File: config.mk
export PLATFORM = sky130hd
export DESIGN_NAME = wide_add_seq_flat
export DESIGN_NICKNAME = d
export VERILOG_FILES = /design/src/rtl/wide_add_seq_if.sv /design/src/rtl/wide_add_seq.sv /design/src/flat_wrapper.sv
export SDC_FILE = /design/constraint.sdc
export NUM_CORES = 1
export LEC_CHECK = 0
export ABC_AREA = 1
export CAP_MARGIN = 15
export CORE_ASPECT_RATIO = 1.1
export CORE_MARGIN = 2
export CORE_UTILIZATION = 30
export CTS_BUF_LIST = sky130_fd_sc_hd__clkbuf_2
export DETAILED_ROUTE_END_ITERATION = 8
export GPL_TIMING_DRIVEN = 0
export PLACE_DENSITY = 0.87
export SLEW_MARGIN = 20
export SYNTH_ARGS = -nofsm -noshare
export SYNTH_HDL_FRONTEND = slang
export SYNTH_SLANG_ARGS = --single-unit
File: constraint.sdc
create_clock -name clk -period 1.3 [get_ports clk]
set_input_delay 0.195 -clock clk [delete_from_list [all_inputs] [get_ports clk]]
set_output_delay 0.195 -clock clk [all_outputs]
set_load 0.03 [all_outputs]
File: src/rtl/wide_add_seq_if.sv
// Stream bundle for wide_add_seq: operand word pairs in, registered sum words out.
// The in_sub field exists only when WIDE_ADD_SEQ_SUB_EN is defined.
interface wide_add_seq_if #(parameter int W = 32);
    logic         in_valid;
    logic         in_ready;
    logic [W-1:0] in_a;
    logic [W-1:0] in_b;
    logic         in_last;
`ifdef WIDE_ADD_SEQ_SUB_EN
    logic         in_sub;
`endif
    logic         out_valid;
    logic         out_ready;
    logic [W-1:0] out_sum;
    logic         out_last;
    logic         out_carry;
    logic         out_err;

`ifdef WIDE_ADD_SEQ_SUB_EN
    modport slave (input in_valid, in_a, in_b, in_last, in_sub, out_ready,
                   output in_ready, out_valid, out_sum, out_last, out_carry, out_err);
    modport master (output in_valid, in_a, in_b, in_last, in_sub, out_ready,
                    input in_ready, out_valid, out_sum, out_last, out_carry, out_err);
`else
    modport slave (input in_valid, in_a, in_b, in_last, out_ready,
                   output in_ready, out_valid, out_sum, out_last, out_carry, out_err);
    modport master (output in_valid, in_a, in_b, in_last, out_ready,
                    input in_ready, out_valid, out_sum, out_last, out_carry, out_err);
`endif
endinterface

File: src/rtl/wide_add_seq.sv
// Multi-word add sequencer around an external cla32, chaining carry word to word.
// Optional WIDE_ADD_SEQ_SUB_EN adds in_sub for two's-complement subtraction (A-B).

// state | meaning
// IDLE  | no operand in progress, next accepted word is a first word
// CHAIN | mid-operand, carry_q holds previous word's carry-out
module wide_add_seq #(
    parameter int W         = 32,
    parameter int MAX_WORDS = 16
) (
    input  logic         clk,
    input  logic         rst,
    wide_add_seq_if.slave bus,
    output logic [W-1:0] add_a,
    output logic [W-1:0] add_b,
    output logic         add_cin,
    input  logic [W-1:0] add_sum,
    input  logic         add_cout
);
    localparam int CW = (MAX_WORDS > 1) ? $clog2(MAX_WORDS) : 1;
    localparam logic [CW-1:0] WLAST = CW'(MAX_WORDS - 1);

    localparam logic [0:0] IDLE  = 1'b0;
    localparam logic [0:0] CHAIN = 1'b1;

    logic [0:0]    state;
    logic          carry_q;
    logic [CW-1:0] wcnt;
    logic          accept;
    logic          at_limit;
    logic          final_word;

    assign bus.in_ready = !bus.out_valid || bus.out_ready;
    assign accept       = bus.in_valid && bus.in_ready;
    assign at_limit     = (wcnt == WLAST);
    assign final_word   = bus.in_last || at_limit;

    assign add_a = bus.in_a;

`ifdef WIDE_ADD_SEQ_SUB_EN
    logic sub_q;
    logic sub_eff;

    // Operation is latched on the first word; later words' in_sub is ignored.
    assign sub_eff = (state == IDLE) ? bus.in_sub : sub_q;
    assign add_b   = sub_eff ? ~bus.in_b : bus.in_b;
    assign add_cin = (state == IDLE) ? sub_eff : carry_q;

    always_ff @(posedge clk) begin
        if (rst)
            sub_q <= 1'b0;
        else if (accept && state == IDLE)
            sub_q <= bus.in_sub;
    end
`else
    assign add_b   = bus.in_b;
    assign add_cin = (state == CHAIN) && carry_q;
`endif

    always_ff @(posedge clk) begin
        if (rst) begin
            state         <= IDLE;
            carry_q       <= 1'b0;
            wcnt          <= '0;
            bus.out_valid <= 1'b0;
            bus.out_sum   <= '0;
            bus.out_last  <= 1'b0;
            bus.out_carry <= 1'b0;
            bus.out_err   <= 1'b0;
        end else if (accept) begin
            bus.out_valid <= 1'b1;
            bus.out_sum   <= add_sum;
            bus.out_last  <= final_word;
            bus.out_carry <= add_cout;
            bus.out_err   <= at_limit && !bus.in_last;
            if (final_word) begin
                state   <= IDLE;
                carry_q <= 1'b0;
                wcnt    <= '0;
            end else begin
                state   <= CHAIN;
                carry_q <= add_cout;
                wcnt    <= wcnt + 1'b1;
            end
        end else if (bus.out_ready) begin
            bus.out_valid <= 1'b0;
        end
    end
endmodule

File: src/flat_wrapper.sv
// flat-port wrapper written by rule: the top's interface ports become plain ports
module wide_add_seq_flat 
#(
    parameter int W         = 32,
    parameter int MAX_WORDS = 16
)
  (clk, rst, add_a, add_b, add_cin, add_sum, add_cout, bus_in_valid, bus_in_a, bus_in_b, bus_in_last, bus_out_ready, bus_in_ready, bus_out_valid, bus_out_sum, bus_out_last, bus_out_carry, bus_out_err);
  wide_add_seq_if #(.W(W)) bus_i ();
  input  logic clk;
  input  logic rst;
  output logic [W-1:0] add_a;
  output logic [W-1:0] add_b;
  output logic add_cin;
  input  logic [W-1:0] add_sum;
  input  logic add_cout;
  input wire logic [$bits(bus_i.in_valid)-1:0] bus_in_valid;
  input wire logic [$bits(bus_i.in_a)-1:0] bus_in_a;
  input wire logic [$bits(bus_i.in_b)-1:0] bus_in_b;
  input wire logic [$bits(bus_i.in_last)-1:0] bus_in_last;
  input wire logic [$bits(bus_i.out_ready)-1:0] bus_out_ready;
  output wire logic [$bits(bus_i.in_ready)-1:0] bus_in_ready;
  output wire logic [$bits(bus_i.out_valid)-1:0] bus_out_valid;
  output wire logic [$bits(bus_i.out_sum)-1:0] bus_out_sum;
  output wire logic [$bits(bus_i.out_last)-1:0] bus_out_last;
  output wire logic [$bits(bus_i.out_carry)-1:0] bus_out_carry;
  output wire logic [$bits(bus_i.out_err)-1:0] bus_out_err;
  assign bus_i.in_valid = bus_in_valid;
  assign bus_i.in_a = bus_in_a;
  assign bus_i.in_b = bus_in_b;
  assign bus_i.in_last = bus_in_last;
  assign bus_i.out_ready = bus_out_ready;
  assign bus_in_ready = bus_i.in_ready;
  assign bus_out_valid = bus_i.out_valid;
  assign bus_out_sum = bus_i.out_sum;
  assign bus_out_last = bus_i.out_last;
  assign bus_out_carry = bus_i.out_carry;
  assign bus_out_err = bus_i.out_err;
  wide_add_seq #(.W(W), .MAX_WORDS(MAX_WORDS)) u_core (.clk(clk), .rst(rst), .bus(bus_i), .add_a(add_a), .add_b(add_b), .add_cin(add_cin), .add_sum(add_sum), .add_cout(add_cout));
endmodule
=== Word-level counts from Yosys, hierarchy flattened ===
Index checks and enable logic that the tools add are counted.

* Bits in writable memories: 0
* Latch bits: 0
* Register bits after elaboration: 42
* Memories: 0
* Output and inout bits: 102
* Bits in read-only memories: 0

* Equality and inequality tests: 1
* $mul: 0
* Mux-type cells: 5
* Reduce and logical (&&, ||, !) cells: 8
* Shift operators: 0
* Div/mod/pow operators: 0
* $lt $le $gt $ge: 0
* Bitwise gates (word level): 0
* $add $sub $neg: 1

{| class="wikitable"
|+ Operators with widths
! cell !! number
|-
| $add A4 B1 Y4 const B || 1
|-
| $eq A4 B4 Y1 const B || 1
|-
| $mux W1 || 4
|-
| $mux W4 || 1
|-
| $logic_and A1 B1 Y1 || 3
|-
| $logic_not A1 Y1 || 2
|-
| $logic_or A1 B1 Y1 || 2
|-
| $reduce_bool A2 Y1 || 1
|}

=== Logic depth before layout (Yosys ltp) ===
* Depth after elaboration: 4
* Gate-level depth with buffers: 7
* Gate-level depth less buffers: 7

=== Worst setup path after synthesis ===
No wires, ideal clock.

* Path kind: register to register
* From: reg u_core.bus.out_valid
* To: reg u_core.bus.out_sum[0]
* Data arrival time: 1.133 ns
* Path slack: 0.051 ns
* Cell stages (with the launch flop): 7
* Clock period less this slack: 1.249 ns
* Cell sequence: dfxtp_1 -> nand2_4 -> nand2_8 -> inv_8 -> buf_6 -> nor2_1 -> nor2_1

* Longest elaborated chain between the ends: 3

{| class="wikitable"
|+ RTL lines
! what !! RTL line !! RTL
|-
| start: declaration || wide_add_seq_if.sv:26 || <nowiki>output in_ready, out_valid, out_sum, out_last, out_carry, out_err);</nowiki>
|-
| start signal: assignment || wide_add_seq.sv:65 || <nowiki>bus.out_valid <= 1'b0;</nowiki>
|-
| start signal: assignment || wide_add_seq.sv:71 || <nowiki>bus.out_valid <= 1'b1;</nowiki>
|-
| start signal: assignment || wide_add_seq.sv:86 || <nowiki>bus.out_valid <= 1'b0;</nowiki>
|-
| $logic_not A1 Y1 || wide_add_seq.sv:33 || <nowiki>assign bus.in_ready = !bus.out_valid || bus.out_ready;</nowiki>
|-
| $logic_or A1 B1 Y1 || wide_add_seq.sv:33 ||
|-
| via bus_in_ready || flat_wrapper.sv:21 || <nowiki>output wire logic [$bits(bus_i.in_ready)-1:0] bus_in_ready;</nowiki>
|-
| $logic_and A1 B1 Y1 || wide_add_seq.sv:34 || <nowiki>assign accept = bus.in_valid && bus.in_ready;</nowiki>
|-
| end signal: assignment || wide_add_seq.sv:72 || <nowiki>bus.out_sum <= add_sum;</nowiki>
|-
| end: declaration || wide_add_seq_if.sv:26 ||
|}

The timed path passes the listed nets, and every way through them passes these cells.
A chain may end at the register's enable or synchronous reset.

=== Final worst setup path ===
* From: reg u_core.wcnt[0]
* To: reg u_core.wcnt[1]

* Longest elaborated chain between the ends: 3

{| class="wikitable"
|+ RTL lines
! what !! RTL line !! RTL
|-
| start: declaration || wide_add_seq.sv:28 || <nowiki>logic [CW-1:0] wcnt;</nowiki>
|-
| start signal: assignment || wide_add_seq.sv:83 || <nowiki>wcnt <= wcnt + 1'b1;</nowiki>
|-
| branches (longest 2 deep; another with $add A4 B1 Y4) || n/a ||
|-
| $mux W4 * || wide_add_seq.sv:76 || <nowiki>if (final_word) begin</nowiki>
|}

Every way passes the cells marked *.

==> results.ini <==
[outcome]
status = finished, final reports clean

[pwr]
ir_drop_v = 0.000518
p_leak_nw = 1.63
p_per_area_mw_per_mm2 = 964
total_power_mw = 3.36

[sta]
maxSlewHeadroom_pct = 77.5
max_freq_ghz = 0.830
tightest_slew_ps = 336
period_share_pct = 92.7
slew_violations = 0
fin_crit_ps = 1200
finalSetupTns_ps = 0
hold_violations = 0
fin_skew_ps = 12.6
setup_viol_count_final = 0
rsz0062_at_grt = false
whs_ps = 373

[worst_hold_path]
hp-start = add_sum[16]
hold_path_class = input port to register

[detailed_routing]
vias_per_cell = 4.39
met2_length_um = 3380
routed-wl-met3_um = 505
wirelength_met1_um = 2100
drtIter0Drc = 31
routed.top_layer = met4
num_vias = 2156
ant_nets = 0
firstDrtPassIters = 4
drc = 0
finalWirelength_um = 6140
wl_per_cell_um = 12.5

[worst_setup_path]
r2r_start = u_core.wcnt[0]
worstPathArrival_ps = 1540
critical_path_buf_inv_count = 0
cp_max_fo = 6
crit_path_end_kind = register
critPathSlowestCell = dfxtp_4
worst_path_largest_cell_delay_ps = 400
critPathLaunch = u_core.wcnt[0]
crit_type = register to register
crit_family = simple AND/OR/NAND/NOR gates
required_ps = 1640
crit_chain = ha_2 > nand3_1 > nand2_2 > nor2_4 > nand2_1 > a21oi_1
startpoint_type = register

[yosys]
syn_area_per_cell_sq_um = 7.94
netlist_top_cells_count = nor2_1, buf_4, dfxtp_1
yosysTopAreaCell = dfxtp_1
syn_inst = 260
synthFlopType = dfxtp_1
ys_ff_latch = 42
synth.most_common_cell = nor2_1
syn-num-nets = 363
synth_area_sq_mm = 0.00206
ys_seq_area_share_pct = 40.8
synth.top_cell.area_share_pct = 40.8
synthArstFlopShare_pct = 0
synth.distinct_cells = 18
synth_area_leaders = dfxtp_1, buf_4, nor2_1, o21ai_0, buf_6
yosys_warnings = 0
synth_edf_count = 0

[finish]
num_antenna_cells = 0
drive_gt1_share_pct = 33.5
areaGrowthSynthToFinish_pct = 69.0
layout.nets = 511
fillers = 662
final_cells = 491

[clocking]
ctsHtreeMaxLevel = 2
cts_tree = built
root_buffer = clkbuf_2
path_clk_slew_ps = 210
clk_latency_ps = 390
cts_buffers = 5
clock_sink_count = 42
clockBufferDepth = 2

[floorplanning]
dieHeight_um = 91.0
io_pins = 204
core-area_sq_mm = 0.00663
fp.dieW_um = 83.1
initial_core_util_pct = 31.1
fp.dieArea_sq_mm = 0.00756
rows = 31

[placed_design]
placed_cells = 480
gp_congestion = 0.744
io_buffers = 138
place_hpwl_um = 5040

[global_routing]
grt_pass1_wl_um = 9570
grt_pass1_vias = 2097
grt.total_usage_pct = 15.7
overflow = 0
grt_max_degree = 14
antenna_found_initial = 0

[job]
maxCapViolCount = 0

[final timing paths]
check                                end  slack (ps)  cells past startpoint
hold reg to reg     u_core.bus.out_carry         480                      2
setup / recovery          u_core.wcnt[1]         100                      6
setup reg to reg          u_core.wcnt[1]         100                      6
hold / removal    u_core.bus.out_sum[16]         370                      3
[final cells by class]
| type | instances | area (sq um) | share of cell area (%) |
|---|---|---|---|
| clock buffers | 5 | 25.0 | 0.718 |
| clock inverters | 3 | 40.0 | 1.15 |
| plain buffers | 75 | 579 | 16.6 |
| repair buffers | 141 | 1240 | 35.6 |
| flip-flops and latches | 42 | 848 | 24.3 |
| well taps | 82 | 103 | 2.94 |
| inverters | 6 | 30.0 | 0.861 |
| multi-input cells | 137 | 621 | 17.8 |
[stage by stage]
step                util, %  instance area, sq um  setup slack [ps]
global placement       53.5                  3550              -384
CTS                    53.9                  3580             0.114
floorplan                 -                  2060              50.8
detailed placement     53.5                  3550              -370
global route           52.6                  3490              2.04
finish                 52.6                  3490              95.1
[logic make-up after synthesis]
| family | after synthesis | share of synthesized area (%) |
|---|---|---|
| AO/OA/AOI/OAI | 42 | 10.2 |
| buffers and inverters | 81 | 29.5 |
| adder cells (fa/ha/maj) | 1 | 0.606 |
| flip-flops | 42 | 40.8 |
| AND/OR/NAND/NOR | 94 | 18.9 |
[registers in the layout (all words and copies together), names as in the netlist]
signal                count
u_core.bus.out_carry      1
u_core.bus.out_sum       32
u_core.bus.out_last       1
u_core.bus.out_valid      1
u_core.carry_q            1
u_core.wcnt               4
u_core.bus.out_err        1
u_core.state              1
[what timing repair did]
action	CTS	global route
endpoints found under the setup margin	38	30
hold endpoints to repair	0	5
gates resized for setup	144	60
pin swaps	0	2
hold buffers	0	1
setup buffers	0	2
[layer usage]
| layer | vias to the layer above | global-route usage (%) |
|---|---|---|
| met4 | 0 | 6.56 |
| met5 | - | 0 |
| li1 | 1048 | - |
| met2 | 137 | 29.8 |
| met3 | 13 | 4.55 |
| met1 | 958 | 15.7 |
[power by group]
part / switching, mW / internal (mW) / total (mW)
clock network: 0.408 / 0.319 / 0.727
registers: 0.0469 / 1.38 / 1.43
logic: 0.657 / 0.551 / 1.21
[worst reg2reg max path: cells and delay by family (launching register included)]
family	cells	cell delay, ps
simple gates	4	440
fa+ha+maj	1	200
flops	1	400
compound gates	1	130
[cell usage in the layout, fill, tap and decap left out]
cell type	count
inv_8	1
inv_2	3
o21ai_0	23
o21ai_1	11
dfxtp_4	1
buf_6	9
dfxtp_1	38
buf_4	65
buf_12	1
nand2_2	2
dlygate4sd3_1	1
a21oi_1	8
buf_2	40
nand2_4	1
dfxtp_2	3
clkinv_2	2
inv_1	2
nor2_1	69
clkbuf_2	5
nand2_1	16
nor2_4	1
bufinv_16	1
nand4_1	1
nand3_1	3
clkdlybuf4s50_1	100
ha_2	1
nand2_8	1
(Power assumes the default switching activity.)
